<file path="src/rtl/protobuf_pkg.sv">
// protobuf_pkg: shared protobuf wire types, constants and key composition
package protobuf_pkg;

  typedef logic [2:0] proto_wireType;
  typedef logic [3:0] proto_fieldNumber;

  localparam proto_wireType wiretype_varint  = 3'd0;
  localparam proto_wireType wiretype_fixed64 = 3'd1;
  localparam proto_wireType wiretype_len     = 3'd2;
  localparam int MAX_VARINT_BYTES = 10;

  typedef enum logic [2:0] {IDLE, KEY, VARINT, FIXED64, PAYLOAD} enc_state_t;

  // Inverse of slicing a key byte into field number and wire type.
  function automatic logic [7:0] compose_key(input proto_fieldNumber fn, input proto_wireType wt);
    return {1'b0, fn, wt};
  endfunction

endpackage

</file>
<file path="src/rtl/protobuf_varint_serializer.sv">
// protobuf_varint_serializer: emits a loaded 64-bit value as varint bytes, LSB group first
module protobuf_varint_serializer (
  input  logic        clk,
  input  logic        rst,
  input  logic        i_load,
  input  logic [63:0] i_value,
  output logic        o_valid,
  output logic [7:0]  o_data,
  output logic        o_last,
  input  logic        i_ready
);
  logic [63:0] r_val;
  logic        r_act;
  logic        w_more;
  assign w_more  = |r_val[63:7];
  assign o_valid = r_act;
  assign o_data  = {w_more, r_val[6:0]};
  assign o_last  = !w_more;
  // Shift out one 7-bit group per accepted byte; a 64-bit value needs at most 10 groups.
  always_ff @(posedge clk or posedge rst) begin
    if (rst) begin
      r_val <= '0;
      r_act <= 1'b0;
    end else if (i_load) begin
      r_val <= i_value;
      r_act <= 1'b1;
    end else if (r_act && i_ready) begin
      r_val <= r_val >> 7;
      r_act <= w_more;
    end
  end
endmodule

</file>
<file path="src/rtl/protobuf_field_encoder.sv">
// protobuf_field_encoder: serialises one protobuf field per accepted descriptor
module protobuf_field_encoder #(
  parameter int LEN_W = 16
) (
  input  logic        clk,
  input  logic        rst,
  input  logic        field_valid,
  output logic        field_ready,
  input  logic [3:0]  field_num,
  input  logic [2:0]  wire_type,
  input  logic [63:0] value,
  input  logic [7:0]  pay_data,
  input  logic        pay_valid,
  output logic        pay_ready,
  output logic [7:0]  out_data,
  output logic        out_valid,
  input  logic        out_ready,
  output logic        out_last,
  output logic        err
);
  import protobuf_pkg::*;

  enc_state_t        r_state, w_next;
  proto_wireType     r_wt;
  logic [63:0]       r_val;
  logic [LEN_W-1:0]  r_cnt;
  logic [7:0]        r_out_data, w_data, w_s_data;
  logic              r_out_valid, r_out_last, r_err;
  logic              w_adv, w_bad, w_acc, w_len_nz, w_ld, w_last;
  logic              w_s_valid, w_s_last, w_s_ready;

  assign w_adv       = !r_out_valid || out_ready;
  assign w_bad       = field_num == 4'd0 || wire_type > wiretype_len ||
                       (wire_type == wiretype_len && |value[63:LEN_W]);
  assign field_ready = r_state == IDLE && !rst;
  assign w_acc       = field_valid && field_ready && !w_bad;
  assign w_len_nz    = r_wt == wiretype_len && r_cnt != '0;
  assign pay_ready   = r_state == PAYLOAD && w_adv && r_cnt != '0;
  assign out_data    = r_out_data;
  assign out_valid   = r_out_valid;
  assign out_last    = r_out_last;
  assign err         = r_err;

  protobuf_varint_serializer u_varint (
    .clk     (clk),
    .rst     (rst),
    .i_load  (w_acc && wire_type != wiretype_fixed64),
    .i_value (value),
    .o_valid (w_s_valid),
    .o_data  (w_s_data),
    .o_last  (w_s_last),
    .i_ready (w_s_ready)
  );

  // State register; reset abandons any partial field.
  always_ff @(posedge clk or posedge rst) begin
    if (rst) r_state <= IDLE;
    else     r_state <= w_next;
  end

  // Next state and the byte to load into the output register when the slot frees up.
  always_comb begin
    w_next    = r_state;
    w_ld      = 1'b0;
    w_data    = 8'h00;
    w_last    = 1'b0;
    w_s_ready = 1'b0;
    case (r_state)
      IDLE: if (w_acc) begin
        w_next = KEY;
        w_ld   = 1'b1;
        w_data = compose_key(field_num, wire_type);
      end
      KEY: if (w_adv) begin
        w_ld      = 1'b1;
        w_next    = r_wt == wiretype_fixed64 ? FIXED64 : VARINT;
        w_data    = r_wt == wiretype_fixed64 ? r_val[7:0] : w_s_data;
        w_last    = r_wt != wiretype_fixed64 && w_s_last && !w_len_nz;
        w_s_ready = r_wt != wiretype_fixed64;
      end
      VARINT: if (w_adv) begin
        w_ld      = w_s_valid;
        w_s_ready = w_s_valid;
        w_data    = w_s_data;
        w_last    = w_s_last && !w_len_nz;
        w_next    = w_s_valid ? VARINT : (w_len_nz ? PAYLOAD : IDLE);
      end
      FIXED64: if (w_adv) begin
        w_ld   = r_cnt != LEN_W'(8);
        w_data = r_val[7:0];
        w_last = r_cnt == LEN_W'(7);
        w_next = r_cnt == LEN_W'(8) ? IDLE : FIXED64;
      end
      PAYLOAD: begin
        w_ld   = pay_valid && pay_ready;
        w_data = pay_data;
        w_last = r_cnt == LEN_W'(1);
        w_next = w_adv && r_cnt == '0 ? IDLE : PAYLOAD;
      end
    endcase
  end

  // Output register, descriptor capture, fixed64 shifter and byte counter.
  always_ff @(posedge clk or posedge rst) begin
    if (rst) begin
      r_out_data  <= 8'h00;
      r_out_valid <= 1'b0;
      r_out_last  <= 1'b0;
      r_err       <= 1'b0;
      r_wt        <= '0;
      r_val       <= '0;
      r_cnt       <= '0;
    end else begin
      r_err <= field_valid && field_ready && w_bad;
      if (w_ld) begin
        r_out_data  <= w_data;
        r_out_last  <= w_last;
        r_out_valid <= 1'b1;
      end else if (out_ready) begin
        r_out_valid <= 1'b0;
        r_out_last  <= 1'b0;
      end
      if (w_acc) begin
        r_wt  <= wire_type;
        r_val <= value;
        r_cnt <= wire_type == wiretype_len ? value[LEN_W-1:0] : '0;
      end else if (w_ld && r_wt == wiretype_fixed64) begin
        r_val <= r_val >> 8;
        r_cnt <= r_cnt + 1'b1;
      end else if (w_ld && r_state == PAYLOAD) begin
        r_cnt <= r_cnt - 1'b1;
      end
    end
  end
endmodule

</file>
<file path="config.mk">
export PLATFORM = sky130hd
export DESIGN_NAME = protobuf_field_encoder
export DESIGN_NICKNAME = d
export VERILOG_FILES = /design/src/rtl/protobuf_pkg.sv /design/src/rtl/protobuf_varint_serializer.sv /design/src/rtl/protobuf_field_encoder.sv
export SDC_FILE = /design/constraint.sdc
export NUM_CORES = 1
export LEC_CHECK = 0
export CORE_MARGIN = 3
export CORE_UTILIZATION = 45
export DETAILED_ROUTE_END_ITERATION = 10
export DONT_BUFFER_PORTS = 1
export SLEW_MARGIN = 5
export SYNTH_ARGS = -nofsm -noshare
export SYNTH_HDL_FRONTEND = slang
export SYNTH_SLANG_ARGS = --single-unit
</file>
<file path="constraint.sdc">
create_clock -name clk -period 11.75 [get_ports clk]
set_input_delay 1.7625 -clock clk [delete_from_list [all_inputs] [get_ports clk]]
set_output_delay 1.7625 -clock clk [all_outputs]
set_load 0.01 [all_outputs]
</file>
# Word-level counts from Yosys, hierarchy flattened
# Cells that the tools add are included.
[classes]
add_sub_neg = 2
mul = 0
div = 0
n_lt_le_gt_ge = 1
eq_ne = 17
shift = 0
mux = 40
bitwise = 0
n_reduce_logical = 37
[ops]
columns = ["op", "count"]
rows = [
  ["$mux W64", 4],
  ["$mux W16", 4],
  ["$reduce_or A57 Y1", 1],
  ["$reduce_or A48 Y1", 1],
  ["$pmux W8 S5", 1],
  ["$mux W8", 4],
  ["$mux W3", 7],
  ["$logic_and A1 B1 Y1", 17],
  ["$add A16 B1 Y16 const B", 1],
  ["$eq A16 B1 Y1 const B", 1],
  ["$eq A16 B3 Y1 const B", 1],
  ["$eq A16 B4 Y1 const B", 1],
  ["$logic_not A16 Y1", 1],
  ["$ne A16 B4 Y1 const B", 1],
  ["$reduce_bool A16 Y1", 1],
  ["$sub A16 B1 Y16 const B", 1],
  ["$pmux W3 S5", 1],
  ["$mux W1", 14],
  ["$eq A3 B2 Y1 const B", 4],
  ["$ne A2 B2 Y1 const B", 4],
  ["$mux W7", 1],
  ["$eq A3 B1 Y1 const B", 2],
  ["$ne A3 B1 Y1 const B", 2],
  ["$reduce_bool A2 Y1", 3],
  ["other kinds (13)", 19],
]
[word_totals]
reg_bits = 162
latchBits = 0
ram_bits = 0
rom_bits = 0
inputBits = 84
output_inout_bits = 13
word_cells = 107
n_memories = 0

# Logic depth before layout (Yosys ltp)
[depth]
ltp_word = 11
depth_mapped = 11

# By module
# Synthesis repeated with hierarchy kept, for this count alone.
[hier_totals]
cells_unflattened = 989
area_unflattened_um2 = 8602.0
[by_module_without_submodules]
columns = ["module", "instances", "cells_each", "area_each_um2"]
rows = [
  ["protobuf_field_encoder", 1, 678, 5512.8],
  ["protobuf_varint_serializer", 1, 311, 3089.2],
]

# Worst setup path before layout
# Ideal clock, no wire load.
[synth_path]
path_type = "input to output"
from = "input out_ready"
to = "output pay_ready"
arrival_time_ps = 2286
t_required_ps = 9988
setup_slack_ps = 7702
path_stages = 4
path_buffers = 1
path_cell_list = "nand2b_1 -> clkbuf_1 -> nand2_1 -> nor2_1"
[synth_between]
elab_chain_len = 3
[synth_lines]
columns = ["element", "line", "source"]
rows = [
  ["from (decl)", "protobuf_field_encoder.sv:17", "input logic out_ready,"],
  ["$logic_or A1 B1 Y1", "protobuf_field_encoder.sv:32", "assign w_adv = !r_out_valid || out_ready;"],
  ["$logic_and A1 B1 Y1 (2 in series)", "protobuf_field_encoder.sv:38", "assign pay_ready = r_state == PAYLOAD && w_adv && r_cnt != '0;"],
  ["to (decl)", "protobuf_field_encoder.sv:14", "output logic pay_ready,"],
]
# No other way between the ends.

# Worst setup path in the final report
[layout_path]
from = "input value[35]"
to = "register r_cnt[3]"
[layout_between]
elab_chain_len = 10
word_cells_on_any_way = 12
[layout_lines]
columns = ["element", "line", "source"]
rows = [
  ["from (decl)", "protobuf_field_encoder.sv:11", "input logic [63:0] value,"],
  ["$reduce_or A48 Y1 *", "protobuf_field_encoder.sv:34", "(wire_type == wiretype_len && |value[63:LEN_W]);"],
  ["$logic_and A1 B1 Y1 *", "protobuf_field_encoder.sv:34", ""],
  ["$logic_or A1 B1 Y1 *", "protobuf_field_encoder.sv:33", "assign w_bad = field_num == 4'd0 || wire_type > wiretype_len ||"],
  ["$logic_not A1 Y1 *", "protobuf_field_encoder.sv:36", "assign w_acc = field_valid && field_ready && !w_bad;"],
  ["$logic_and A1 B1 Y1 *", "protobuf_field_encoder.sv:36", ""],
  ["$mux W1", "protobuf_field_encoder.sv:69", "IDLE: if (w_acc) begin"],
  ["$pmux W1 S5", "protobuf_field_encoder.sv:68", "case (r_state)"],
  ["$logic_and A1 B1 Y1", "protobuf_field_encoder.sv:127", "end else if (w_ld && r_wt == wiretype_fixed64) begin"],
  ["$mux W16", "protobuf_field_encoder.sv:127", ""],
  ["$mux W16", "protobuf_field_encoder.sv:123", "if (w_acc) begin"],
  ["to (signal assigned)", "protobuf_field_encoder.sv:126", "r_cnt <= wire_type == wiretype_len ? value[LEN_W-1:0] : '0;"],
  ["to (signal assigned)", "protobuf_field_encoder.sv:129", "r_cnt <= r_cnt + 1'b1;"],
  ["to (signal assigned)", "protobuf_field_encoder.sv:131", "r_cnt <= r_cnt - 1'b1;"],
  ["to (decl)", "protobuf_field_encoder.sv:26", "logic [LEN_W-1:0] r_cnt;"],
]
# Every way passes the cells marked *; elsewhere a longest branch is shown, timed or not.
# A chain may end at the register's enable or synchronous reset.

==> impl_metrics.yaml <==
status:
  status: "finished clean"
die:
  die_y_um: 143
  core-area_um2: 18200
  io_pins: 97
  start_util: 0.466
  dieArea_um2: 20500
  rows: 49
  dieWidth_um: 143
synthesis:
  synth-edff-count: 0
  synthCells: 1040
  ys_top_cells_by_count: "285 x nand2_1, 162 x dfrtp_1, 139 x nor2_1"
  yosysWarnings: 0
  yosysMostFrequentCell: "nand2_1"
  yosys-top-cells-area: "dfrtp_1 48%, nand2_1 13%, a31oi_1 8.3%, nor2_1 6.2%, clkbuf_1 2.7%"
  yosysSeqAreaShare: 0.478
  synth_ff_type: "dfrtp_1"
  synth_top_area_frac: 0.478
  synthDistinctLibCells: 68
  syn_area_um2: 8480
  synth_top_cell_by_area: "dfrtp_1"
  synth-seq-cells: 162
  syn_nets: 1128
  async_reset_ff_frac: 1.00
  synth_area_per_cell_um2: 8.15
place:
  hpwl_um: 18100
  numPortBuffers: 0
  place_congestion: 0.863
global_routing:
  antenna_found_initial: 0
  use_met2: 0.413
  top_usage_layer: "met2"
  grt_max_degree: 108
  gr-usage-all-layers: 0.264
  gr-usage-met3: 0.0589
  met1_usage: 0.367
  grt_overflow: 0
  grt_pass1_wl_um: 42200
  grt_pass1_vias: 7319
worst_setup_path:
  crit_fanout: 54
  critPathKind: "in2reg"
  cp_num_cells: 7
  cp-start-kind: "input pin"
  cp_cell_sequence: "nor4_1 > nand4_1 > o31a_1 > or3_1 > nand2_2 > nor4b_1 > o311ai_0"
  cp.required_ps: 12070
  r2r_slack_ps: 7310
  slowest_delay_ps: 880
  reg2reg_depth: 7
  endpoint_kind: "flop"
  cp_num_buf_inv: 0
  worst_path_dominant_cell_family: "simple AND/OR/NAND/NOR gates"
  cpMaxStageDelayCell: "nand2_2"
  cp_data_arrival_time_ps: 4920
power_and_ir_drop:
  powerDensity_nw_per_um2: 132
  p_sw_frac: 0.249
  vdd_drop_max_mv: 0.102
  leakage_nw: 3.90
  comb_power_share: 0.036
  power_switching_uw: 303
  internal_power_uw: 912
  seq_power_share: 0.484
  clockPowerShare: 0.480
timing:
  tightest_slew_ps: 1130
  fmax_mhz: 217
  period_share: 0.392
  final-hold-violation-count: 0
  layout_min_cycle_time_ps: 4600
  tns_ps: 0
  setup_viol: 0
  rsz0062_at_grt: "no"
  drv_slew: 0
  slew_headroom: 0.246
  finClkSkew_ps: 15.6
clock_network:
  cts.repair.resized: 0
  htree_levels: 4
  clkTransAtPathRegs_ps: 60
  postCtsHoldBufs: 0
  clk_path_buf_depth: 2
  cts_buffers: 17
  cts_root_buf: "clkbuf_16"
  clk_latency_ps: 440
  cts_tree: "yes"
  cts_setup_buffers: 0
  cts.sinks: 162
route:
  drcViolationCount: 0
  routed_via_density: 6.25
  wl_per_cell_um: 21.6
  drt-total-wl_um: 26800
  drtIter0Drc: 881
  drt-pass1-iter-count: 6
  num_vias: 7741
  ant_nets: 0
cells_and_area:
  nNetsFinal: 1084
  fill_cells: 1780
  seq_area_um2: 4050
  n_antenna_cell: 0
  drive_above_1_share: 0.0605
  multi_input_area_um2: 4110
  syn2layout_area_growth_pct: 8.37
  fin_util: 0.505
min_path:
  hold_path_depth: 1
  hold_path_class: "reg2reg"
job:
  drv_cap: 0
logic make-up (layout without fill, tap and decap cells):
family	count (synthesis)	in the layout	share of synthesized area
AND/OR/NAND/NOR	556	556	0.289
AO/OA/AOI/OAI	229	229	0.183
flip-flops	162	162	0.478
buffers and inverters	85	54	0.0400
adder cells (fa/ha/maj)	4	4	0.00590
multiplexers	3	3	0.00354
XOR/XNOR	1	1	0.00103
cell usage in the layout (no fill, tap or decap), types with 11 or more instances in the layout:
cell | Yosys | routed
clkbuf_16 | 0 | 17
nand2_1 | 285 | 282
nor2_1 | 139 | 138
nor4_1 | 30 | 30
a31oi_1 | 112 | 112
dfrtp_1 | 162 | 162
o21ai_0 | 22 | 22
nand4_1 | 14 | 14
buf_4 | 3 | 11
a21oi_1 | 23 | 22
nand3_1 | 19 | 19
per-layer routing:
layer  share of wire  up-vias
met4           0.022        0
met1            0.43     3785
met2            0.47      311
li1                -     3607
met3           0.079       38
met5               0        -
path summary, 6_finish.rpt:
kind | startpoint | end
max in group asynchronous | rst | r_cnt[7]
min reg2reg | r_wt[1] | r_wt[1]
max reg2reg | r_cnt[7] | r_cnt[3]
min | r_wt[1] | r_wt[1]
max | value[35] | r_cnt[3]
min in group asynchronous | rst | err
stage by stage:
step | hold WS [ps] | setup WS (ps) | instances | total power, mW | instance area (µm²)
final | 531 | 7150 | 1238 | 1.22 | 9190
after global routing | 549 | 6940 | 1238 | 1.25 | 9190
after CTS | 536 | 7120 | 1238 | 1.22 | 9190
after detailed placement | 521 | 6700 | 1206 | 0.643 | 8580
after global placement | 506 | 6690 | 1206 | 0.643 | 8580
after floorplan | 484 | 5610 | 1040 | 0.626 | 8480
layout make-up:
cell class / instances / share of cell area
Sequential cell: 162 / 0.441
Multi-Input combinational cell: 793 / 0.447
Tap cell: 229 / 0.0312
Inverter: 11 / 0.00504
Timing Repair Buffer: 11 / 0.00899
Clock inverter: 15 / 0.0202
Clock buffer: 17 / 0.0463
state kept, by name, indices dropped and copies added (netlist names):
| signal | count |
|---|---|
| err | 1 |
| out_data | 8 |
| out_last | 1 |
| out_valid | 1 |
| r_cnt | 16 |
| r_state | 3 |
| r_val | 64 |
| r_wt | 3 |
| u_varint.o_valid | 1 |
| u_varint.r_val | 64 |
power by group through the flow:
stage | clock network (mW) | logic, mW | registers [mW]
floorplan | 0 | 0.0334 | 0.592
detailed placement | 0 | 0.0450 | 0.598
CTS | 0.590 | 0.0452 | 0.587
finish | 0.584 | 0.0441 | 0.588
global placement | 0 | 0.0443 | 0.598
global route | 0.614 | 0.0505 | 0.589
No activity file was read; power rests on OpenSTA's default activity.
